`config.mk`:
```
export PLATFORM = sky130hd
export DESIGN_NAME = adc_spi_responder_flat
export DESIGN_NICKNAME = d
export VERILOG_FILES = /design/src/rtl/adc_spi_responder_pkg.sv /design/src/rtl/adc_spi_responder_if.sv /design/src/rtl/spi_edge_sync.sv /design/src/rtl/adc_spi_responder.sv /design/src/flat_wrapper.sv
export SDC_FILE = /design/constraint.sdc
export NUM_CORES = 1
export LEC_CHECK = 0
export ABC_CLOCK_PERIOD_IN_PS = 1740
export CAP_MARGIN = 20
export CORE_MARGIN = 8
export CORE_UTILIZATION = 55
export CTS_BUF_LIST = sky130_fd_sc_hd__clkbuf_4 sky130_fd_sc_hd__clkbuf_8 sky130_fd_sc_hd__clkbuf_16
export CTS_CLUSTER_DIAMETER = 150
export DETAILED_ROUTE_END_ITERATION = 10
export MAX_ROUTING_LAYER = met4
export PLACE_DENSITY = 0.82
export SKIP_LAST_GASP = 1
export SLEW_MARGIN = 40
export SYNTH_ARGS = -nofsm -noshare
export SYNTH_HDL_FRONTEND = slang
export SYNTH_HIERARCHICAL = 1
export SYNTH_SLANG_ARGS = --single-unit
```
`constraint.sdc`:
```
create_clock -name clk -period 1.74 [get_ports clk]
set_input_delay 0.348 -clock clk [delete_from_list [all_inputs] [get_ports clk]]
set_output_delay 0.348 -clock clk [all_outputs]
set_load 0.005 [all_outputs]
```
`src/rtl/adc_spi_responder_pkg.sv`:
```
// Shared definitions for the SPI ADC link: default widths, the frame
// state encoding, and the frame-length helper used by both link ends.
package adc_spi_pkg;

  localparam int DATA_W_DEF     = 12;
  localparam int LEAD_ZEROS_DEF = 4;

  typedef enum logic [1:0] {
    IDLE  = 2'd0,
    SHIFT = 2'd1,
    DONE  = 2'd2
  } spi_state_t;

  // Bits per frame: leading zeros followed by the sample.
  function automatic int frame_len(input int data_w, input int lead_zeros);
    return data_w + lead_zeros;
  endfunction

endpackage

```
`src/rtl/adc_spi_responder_if.sv`:
```
// Three-wire SPI link between an ADC-style master and this responder.
interface adc_spi_responder_if;

  logic sclk;  // idles high
  logic ss;    // active-low frame select
  logic miso;

  modport master (output sclk, output ss, input miso);
  modport slave  (input sclk, input ss, output miso);

endinterface

```
`src/rtl/spi_edge_sync.sv`:
```
// Brings an asynchronous SPI pin into the clk domain and flags its
// rising and falling edges as single-cycle pulses.
// SYNC_STAGES must be at least 2.
module spi_edge_sync #(
  parameter int SYNC_STAGES = 2
) (
  input  logic clk,
  input  logic rst,
  input  logic din,
  output logic rise,
  output logic fall
);

  logic [SYNC_STAGES-1:0] sync_q;
  logic                   prev_q;

  // Synchronizer chain plus one extra copy for edge detection; all flops
  // reset to 1, the idle level of both sclk and ss.
  always_ff @(posedge clk or negedge rst) begin
    if (!rst) begin
      sync_q <= '1;
      prev_q <= 1'b1;
    end else begin
      // NOTE: non-blocking assignments let every stage sample the previous
      // stage's old value, which is what makes this a shift chain.
      sync_q <= {sync_q[SYNC_STAGES-2:0], din};
      prev_q <= sync_q[SYNC_STAGES-1];
    end
  end

  // Edge pulses from the last synchronized stage and its delayed copy.
  always_comb begin
    rise = sync_q[SYNC_STAGES-1] & ~prev_q;
    fall = ~sync_q[SYNC_STAGES-1] & prev_q;
  end

endmodule

```
`src/rtl/adc_spi_responder.sv`:
```
// SPI slave emulating an AD7476-style ADC: each ss-framed transfer shifts
// out LEAD_ZEROS zeros followed by the held sample, MSB first, advancing
// on synchronized sclk falling edges.
module adc_spi_responder
  import adc_spi_pkg::*;
#(
  parameter int DATA_W      = DATA_W_DEF,
  parameter int LEAD_ZEROS  = LEAD_ZEROS_DEF,
  parameter int SYNC_STAGES = 2
) (
  input  logic                clk,
  input  logic                rst,
  adc_spi_responder_if.slave  spi,
  input  logic [DATA_W-1:0]   sample_in,
  input  logic                sample_valid,
  output logic                busy,
  output logic                frame_done,
  output logic                frame_abort,
  output logic                overrun
);

  localparam int FRAME_LEN = frame_len(DATA_W, LEAD_ZEROS);
  localparam int CNT_W     = $clog2(FRAME_LEN + 1);
  localparam logic [CNT_W-1:0] LAST_BIT = CNT_W'(FRAME_LEN - 1);

  spi_state_t             state_q, state_d;
  logic [FRAME_LEN-1:0]   shift_q;
  logic [CNT_W-1:0]       cnt_q;
  logic [DATA_W-1:0]      hold_q;
  logic                   hold_full_q;

  logic unused_sclk_rise;  // the master samples on rising sclk; nothing to do here
  logic sclk_fall;
  logic ss_rise;
  logic ss_fall;
  logic load;
  logic shift_en;

  spi_edge_sync #(.SYNC_STAGES(SYNC_STAGES)) u_sclk_sync (
    .clk  (clk),
    .rst  (rst),
    .din  (spi.sclk),
    .rise (unused_sclk_rise),
    .fall (sclk_fall)
  );

  spi_edge_sync #(.SYNC_STAGES(SYNC_STAGES)) u_ss_sync (
    .clk  (clk),
    .rst  (rst),
    .din  (spi.ss),
    .rise (ss_rise),
    .fall (ss_fall)
  );

  // Frame start and bit-advance qualifiers; an ss rise beats a same-cycle sclk edge.
  always_comb begin
    load     = (state_q == IDLE) && ss_fall;
    shift_en = (state_q == SHIFT) && sclk_fall && !ss_rise;
  end

  // State register.
  always_ff @(posedge clk or negedge rst) begin
    if (!rst) state_q <= IDLE;
    else      state_q <= state_d;
  end

  // Next-state logic.
  always_comb begin
    // NOTE: defaulting every always_comb output first keeps unlisted paths
    // from holding their value, which would otherwise infer a latch.
    state_d = state_q;
    unique case (state_q)
      IDLE:    if (ss_fall) state_d = SHIFT;
      SHIFT: begin
        if (ss_rise)                             state_d = IDLE;
        else if (sclk_fall && cnt_q == LAST_BIT) state_d = DONE;
      end
      DONE:    if (ss_rise) state_d = IDLE;
      default: state_d = IDLE;
    endcase
  end

  // Outputs: miso is only live in SHIFT; pulses come from the edge that ends the frame.
  always_comb begin
    spi.miso    = (state_q == SHIFT) ? shift_q[FRAME_LEN-1] : 1'b0;
    busy        = (state_q != IDLE);
    frame_done  = (state_q == DONE) && ss_rise;
    frame_abort = (state_q == SHIFT) && ss_rise;
    overrun     = sample_valid && hold_full_q && !load;
  end

  // Shift register, bit counter and sample holding register.
  always_ff @(posedge clk or negedge rst) begin
    if (!rst) begin
      // NOTE: the datapath is reset too, so a frame taken straight after
      // reset shifts out a defined all-zero word rather than X.
      shift_q     <= '0;
      cnt_q       <= '0;
      hold_q      <= '0;
      hold_full_q <= 1'b0;
    end else begin
      if (load) begin
        shift_q <= {{LEAD_ZEROS{1'b0}}, hold_q};
        cnt_q   <= '0;
      end else if (shift_en) begin
        shift_q <= {shift_q[FRAME_LEN-2:0], 1'b0};
        cnt_q   <= cnt_q + CNT_W'(1);
      end

      // A load reads the old sample; a same-cycle write still lands and wins.
      if (sample_valid) hold_q <= sample_in;

      if (sample_valid) hold_full_q <= 1'b1;
      else if (load)    hold_full_q <= 1'b0;
    end
  end

endmodule

```
`src/flat_wrapper.sv`:
```
// flat-port wrapper written by rule: the top's interface ports become plain ports
module adc_spi_responder_flat import adc_spi_pkg::*;
#(
  parameter int DATA_W      = DATA_W_DEF,
  parameter int LEAD_ZEROS  = LEAD_ZEROS_DEF,
  parameter int SYNC_STAGES = 2
)
  (clk, rst, sample_in, sample_valid, busy, frame_done, frame_abort, overrun, spi_sclk, spi_ss, spi_miso);
  adc_spi_responder_if spi_i ();
  input  logic clk;
  input  logic rst;
  input  logic [DATA_W-1:0] sample_in;
  input  logic sample_valid;
  output logic busy;
  output logic frame_done;
  output logic frame_abort;
  output logic overrun;
  input wire logic [$bits(spi_i.sclk)-1:0] spi_sclk;
  input wire logic [$bits(spi_i.ss)-1:0] spi_ss;
  output wire logic [$bits(spi_i.miso)-1:0] spi_miso;
  assign spi_i.sclk = spi_sclk;
  assign spi_i.ss = spi_ss;
  assign spi_miso = spi_i.miso;
  adc_spi_responder #(.DATA_W(DATA_W), .LEAD_ZEROS(LEAD_ZEROS), .SYNC_STAGES(SYNC_STAGES)) u_core (.clk(clk), .rst(rst), .spi(spi_i), .sample_in(sample_in), .sample_valid(sample_valid), .busy(busy), .frame_done(frame_done), .frame_abort(frame_abort), .overrun(overrun));
endmodule
```
**Word-level counts from Yosys, hierarchy flattened**

Index checks and enable logic that the tools add are counted.

- Register bits after elaboration: 42
- Input bits: 17
- Output and inout port bits: 5
- Word-level logic and storage cells: 49

- Add/subtract/negate cells: 1
- Eq/ne operators: 6
- Muxes and demuxes: 12
- Bitwise logic cells: 6
- Reduce and logical (&&, ||, !) cells: 15

Operators by type and width:

| cell | count |
|---|---|
| two-way mux 16 bit | 2 |
| two-way mux 5 bit | 2 |
| logical AND 1 bit | 8 |
| two-way mux 2 bit | 4 |
| case mux 2 bit (3 select lines) | 1 |
| nonzero test 2 bit | 3 |
| adder 5 x 1 -> 5 bit, second input constant | 1 |
| equality test 5 x 4 -> 1 bit, second input constant | 1 |
| inequality test 2 x 1 -> 1 bit, second input constant | 2 |
| AND 1 bit | 3 |
| two-way mux 1 bit | 3 |
| inequality test 3 x 1 -> 1 bit, second input constant | 1 |
| inverter 1 bit | 3 |
| AND reduction 3 bit | 1 |
| equality test 2 x 1 -> 1 bit, second input constant | 1 |
| equality test 2 bit, second input constant | 1 |
| logical NOT 1 bit | 2 |
| logical NOT 2 bit | 1 |

**Longest topological paths before layout**

- Word-level depth: 6
- Depth in mapped cells: 6
- Mapped depth without buffers: 6

**Modules after synthesis**

Netlist, hierarchy kept.

Modules (own cells, without submodules):

| module | instances | cells an instance | area an instance (um2) | sequential area each (um2) |
|---|---|---|---|---|
| adc_spi_responder | 1 | 157 | 1696.6 | 900.9 |
| spi_edge_sync | 2 | 5 | 93.8 | 78.8 |

**Worst setup path after synthesis**

OpenSTA, ideal clock, no wires.

- Kind: reg-to-reg
- Start point: register u_core.u_ss_sync.sync_q[1]
- End point: register u_core.shift_q[10]
- Library setup time: 0.125 ns
- Arrival: 1.425 ns
- Required time: 1.615 ns
- Path slack: 0.190 ns
- Stages on the path, launching flop included: 6
- Path buffers: 1
- Period minus slack after synthesis: 1.550 ns
- Cell sequence: dfstp_2 nor2b_1 and3b_1 clkbuf_1 o32ai_1 nor2_1

- Word-level cells in the longest chain between the ends: 4
- Elaborated cells between the ends (all ways): 8
- Classes of those cells: mux (1); bitwise (3); reduce/logical (4)

Ends and longest elaborated chain:

| what | RTL line | text |
|---|---|---|
| from (decl) | spi_edge_sync.sv:14 | `logic [SYNC_STAGES-1:0] sync_q;` |
| from (signal assigned) | spi_edge_sync.sv:26 | `sync_q <= {sync_q[SYNC_STAGES-2:0], din};` |
| AND 1 bit | spi_edge_sync.sv:33 | `rise = sync_q[SYNC_STAGES-1] & ~prev_q;` |
| named net u_core.ss_rise | adc_spi_responder.sv:34 | `logic ss_rise;` |
| logical NOT 1 bit | adc_spi_responder.sv:58 | `shift_en = (state_q == SHIFT) && sclk_fall && !ss_rise;` |
| logical AND 1 bit | adc_spi_responder.sv:58 |  |
| nonzero test 2 bit (no line) | n/a |  |
| to (signal assigned) | adc_spi_responder.sv:103 | `shift_q <= {{LEAD_ZEROS{1'b0}}, hold_q};` |
| to (signal assigned) | adc_spi_responder.sv:106 | `shift_q <= {shift_q[FRAME_LEN-2:0], 1'b0};` |
| to (decl) | adc_spi_responder.sv:27 | `logic [FRAME_LEN-1:0] shift_q;` |

The timed path passes the listed nets, and every way through them passes these cells.
A chain may end at the register's enable or synchronous reset.

**Worst setup path after layout**

- Start point: register u_core.u_ss_sync.sync_q[1]
- End point: output overrun

- Word-level cells in the longest chain between the ends: 5

Ends and longest elaborated chain:

| what | RTL line | text |
|---|---|---|
| inverter 1 bit | spi_edge_sync.sv:34 | `fall = ~sync_q[SYNC_STAGES-1] & prev_q;` |
| AND 1 bit | spi_edge_sync.sv:34 |  |
| named net u_core.ss_fall | adc_spi_responder.sv:35 | `logic ss_fall;` |
| logical AND 1 bit | adc_spi_responder.sv:57 | `load = (state_q == IDLE) && ss_fall;` |
| logical NOT 1 bit | adc_spi_responder.sv:89 | `overrun = sample_valid && hold_full_q && !load;` |
| logical AND 1 bit | adc_spi_responder.sv:89 |  |
| to (decl) | flat_wrapper.sv:17 | `output logic overrun;` |

The timed path passes the listed nets, and every way through them passes these cells.

==> flow_summary_export.csv <==
group,metric,value,unit
outcome,outcome,"complete, but fails checks",
outcome,violations,"setup timing",
route,antenna_left,0,
route,drtIter0Drc,100,
job,maxCapViolCount,0,
clock_network,cts_buffer_depth,2,
global_route,grt_overflow,0,
clock_network,clk_pin_slew,120,ps
synthesis,synth_warnings,6,
sta,tns,-460.6,ps
power,power.density,1005,nW/um2
setup_path,path_buf_inv,1,
sta,grt_setup_unrepaired,"true",
final_layout,syn_to_final_growth,32.45,%
global_route,grt_max_degree,23,
clock_network,clock-sinks,42,
placed_design,place.port_buffers,21,
sta,timing.final.crit_share,113.0,%
floorplanning,die_height,74.44,um
floorplanning,die_w,74.44,um
sta,fmax,0.5085,GHz
floorplanning,start_util,56.73,%
setup_path,cp_data_required_time,1390,ps
floorplanning,die_area,5541,um2
setup_path,path_class,"flop to primary output",
sta,slew-limit-headroom,65.36,%
final_layout,ff_latch_area,1061,um2
clock_network,cts-root-buf,"clkbuf_4",
final_layout,fill_cells,214,
placed_design,dpl.hpwl,2859,um
sta,finalClockSkew,7.949,ps
setup_path,rrSetupSlack,-10,ps
sta,finalCriticalPeriod,1966,ps
sta,setup_ws,-226.5,ps
route,drt-wirelength-per-cell,17.41,um
sta,setup_violations,4,
global_route,grt_pass1_vias,1464,
setup_path,arrival,1620,ps
setup_path,crit_chain,"and2b_2, nor2b_4, nand2b_1, and3_1, buf_2",
route,vias,1451,
route,drt-total-wl,4475,um
placed_design,gp_congestion,0.7661,
sta,hold_viol,0,
setup_path,cp_max_fo,3,
power,ir_drop,0.5841,mV
clock_network,clk_latency,350,ps
clock_network,cts_buffers,5,
global_route,grt_pass1_wl,6865,um
power,p_total,2.499,mW
route,drtPass1Iterations,4,
sta,report.final.slew_viol_count,0,
synthesis,syn_inst,166,
setup_path,endpoint_kind,"primary output",
final_layout,antenna-diode-count,0,
route,drcViolationCount,0,
route,viasPerCell,5.646,
synthesis,syn_area_per_cell,11.31,um2
final_layout,multiInputGateArea,879.6,um2
setup_path,startpoint_type,"flop",
floorplanning,rows,21,
setup_path,max_stage_delay,550,ps
placed_design,dp_slack,-224.1,ps
power,total_leakage_power,1.054,nW
final_layout,drive_above_1_share,38.86,%
global_route,grt_antenna_before_repair,0,
setup_path,critPathTopFamily,"simple AND/OR/NAND/NOR gates",
final_layout,fin_nets,229,
synthesis,netlist_area,1878,um2
clock_network,htreeDepth,2,
synthesis,synth_nets,185,
floorplanning,num_io_pins,22,
global_route,track_usage,17.47,%
sta,worstMarginPinSlew,519.6,ps
hold_path,min_path_type,"flop to flop",
clock_network,cts_tree,"yes",
setup_path,crit_path_top_delay_cell,"dfstp_2",
floorplanning,core,3311,um2
==> what timing repair did <==
| item | CTS | global route |
|---|---|---|
| endpoints found under the hold margin | 15 | 0 |
| resized for setup | 24 | 21 |
| pin swaps | 3 | 2 |
| hold buffers | 1 | 0 |
| setup endpoints to repair | 16 | 13 |
| buffers inserted | 10 | 3 |
| gates cloned | 0 | 1 |
==> routing by layer <==
metal  track usage, %  up-vias  wire length, um
met5                -        -                0
met4            8.478        0               70
li1                 -      681                -
met2            29.62       32             2387
met3            5.930        6              152
met1            17.60      732             1865
==> layout by cell type, fill, tap and decap left out, types with 5 or more instances in the layout <==
cell type and n:
dfrtp_1 34, buf_4 22, nand2_1 13, clkbuf_4 5, mux2_2 12, dfstp_2 6
o31ai_1 11, o32ai_2 7, nand2b_1 12, nor2_1 15, a21oi_1 6, clkdlybuf4s50_1 15
==> registers in the layout, indices dropped and copies added, names as in the netlist <==
signal and flops:
u_core/shift_q 16, u_core/u_ss_sync/prev_q 1, u_core/hold_q 12, u_core/u_sclk_sync/prev_q 1, u_core/state_q 2, u_core/hold_full_q 1
u_core/u_sclk_sync/sync_q 2, u_core/u_ss_sync/sync_q 2, u_core/cnt_q 5
==> power by group <==
| part | internal [mW] | leakage [nW] | switching [mW] | total, mW |
|---|---|---|---|---|
| logic | 0.340 | 0.518 | 0.228 | 0.568 |
| registers | 1.16 | 0.491 | 0.158 | 1.31 |
| clock network | 0.298 | 0.0450 | 0.319 | 0.616 |
==> stage by stage <==
stage	instance area (um2)	hold WS, ps	util, %	std cells
after global routing	2487	346.3	75.13	257
after global placement	2198	346.1	66.40	235
after floorplan	1878	52.41	-	166
final	2487	377.0	75.13	257
after CTS	2362	365.1	71.35	253
after detailed placement	2198	349.9	66.40	235
==> path summary, 6_finish.rpt <==
path / from / end / depth (start not counted)
max: u_core/u_ss_sync/sync_q[1]$_DFF_PN1_ / overrun / 5
min: u_core/u_sclk_sync/sync_q[0]$_DFF_PN1_ / u_core/u_sclk_sync/sync_q[1]$_DFF_PN1_ / 0
max reg2reg: u_core/u_ss_sync/sync_q[1]$_DFF_PN1_ / u_core/shift_q[5]$_DFFE_PN0P_ / 7
min reg2reg: u_core/u_sclk_sync/sync_q[0]$_DFF_PN1_ / u_core/u_sclk_sync/sync_q[1]$_DFF_PN1_ / 0
max in group asynchronous: rst / u_core/shift_q[7]$_DFFE_PN0P_ / 3
min in group asynchronous: rst / u_core/cnt_q[2]$_DFFE_PN0P_ / 2
==> cell type report <==
cell class | count | area share, %
clock buffers | 5 | 1.509
clock inverters | 3 | 1.610
inverters | 2 | 0.3018
multi-input cells | 112 | 35.36
flip-flops and latches | 42 | 42.66
well taps | 46 | 2.314
repair buffers | 47 | 16.25
Power figures use the tool's default switching activity.
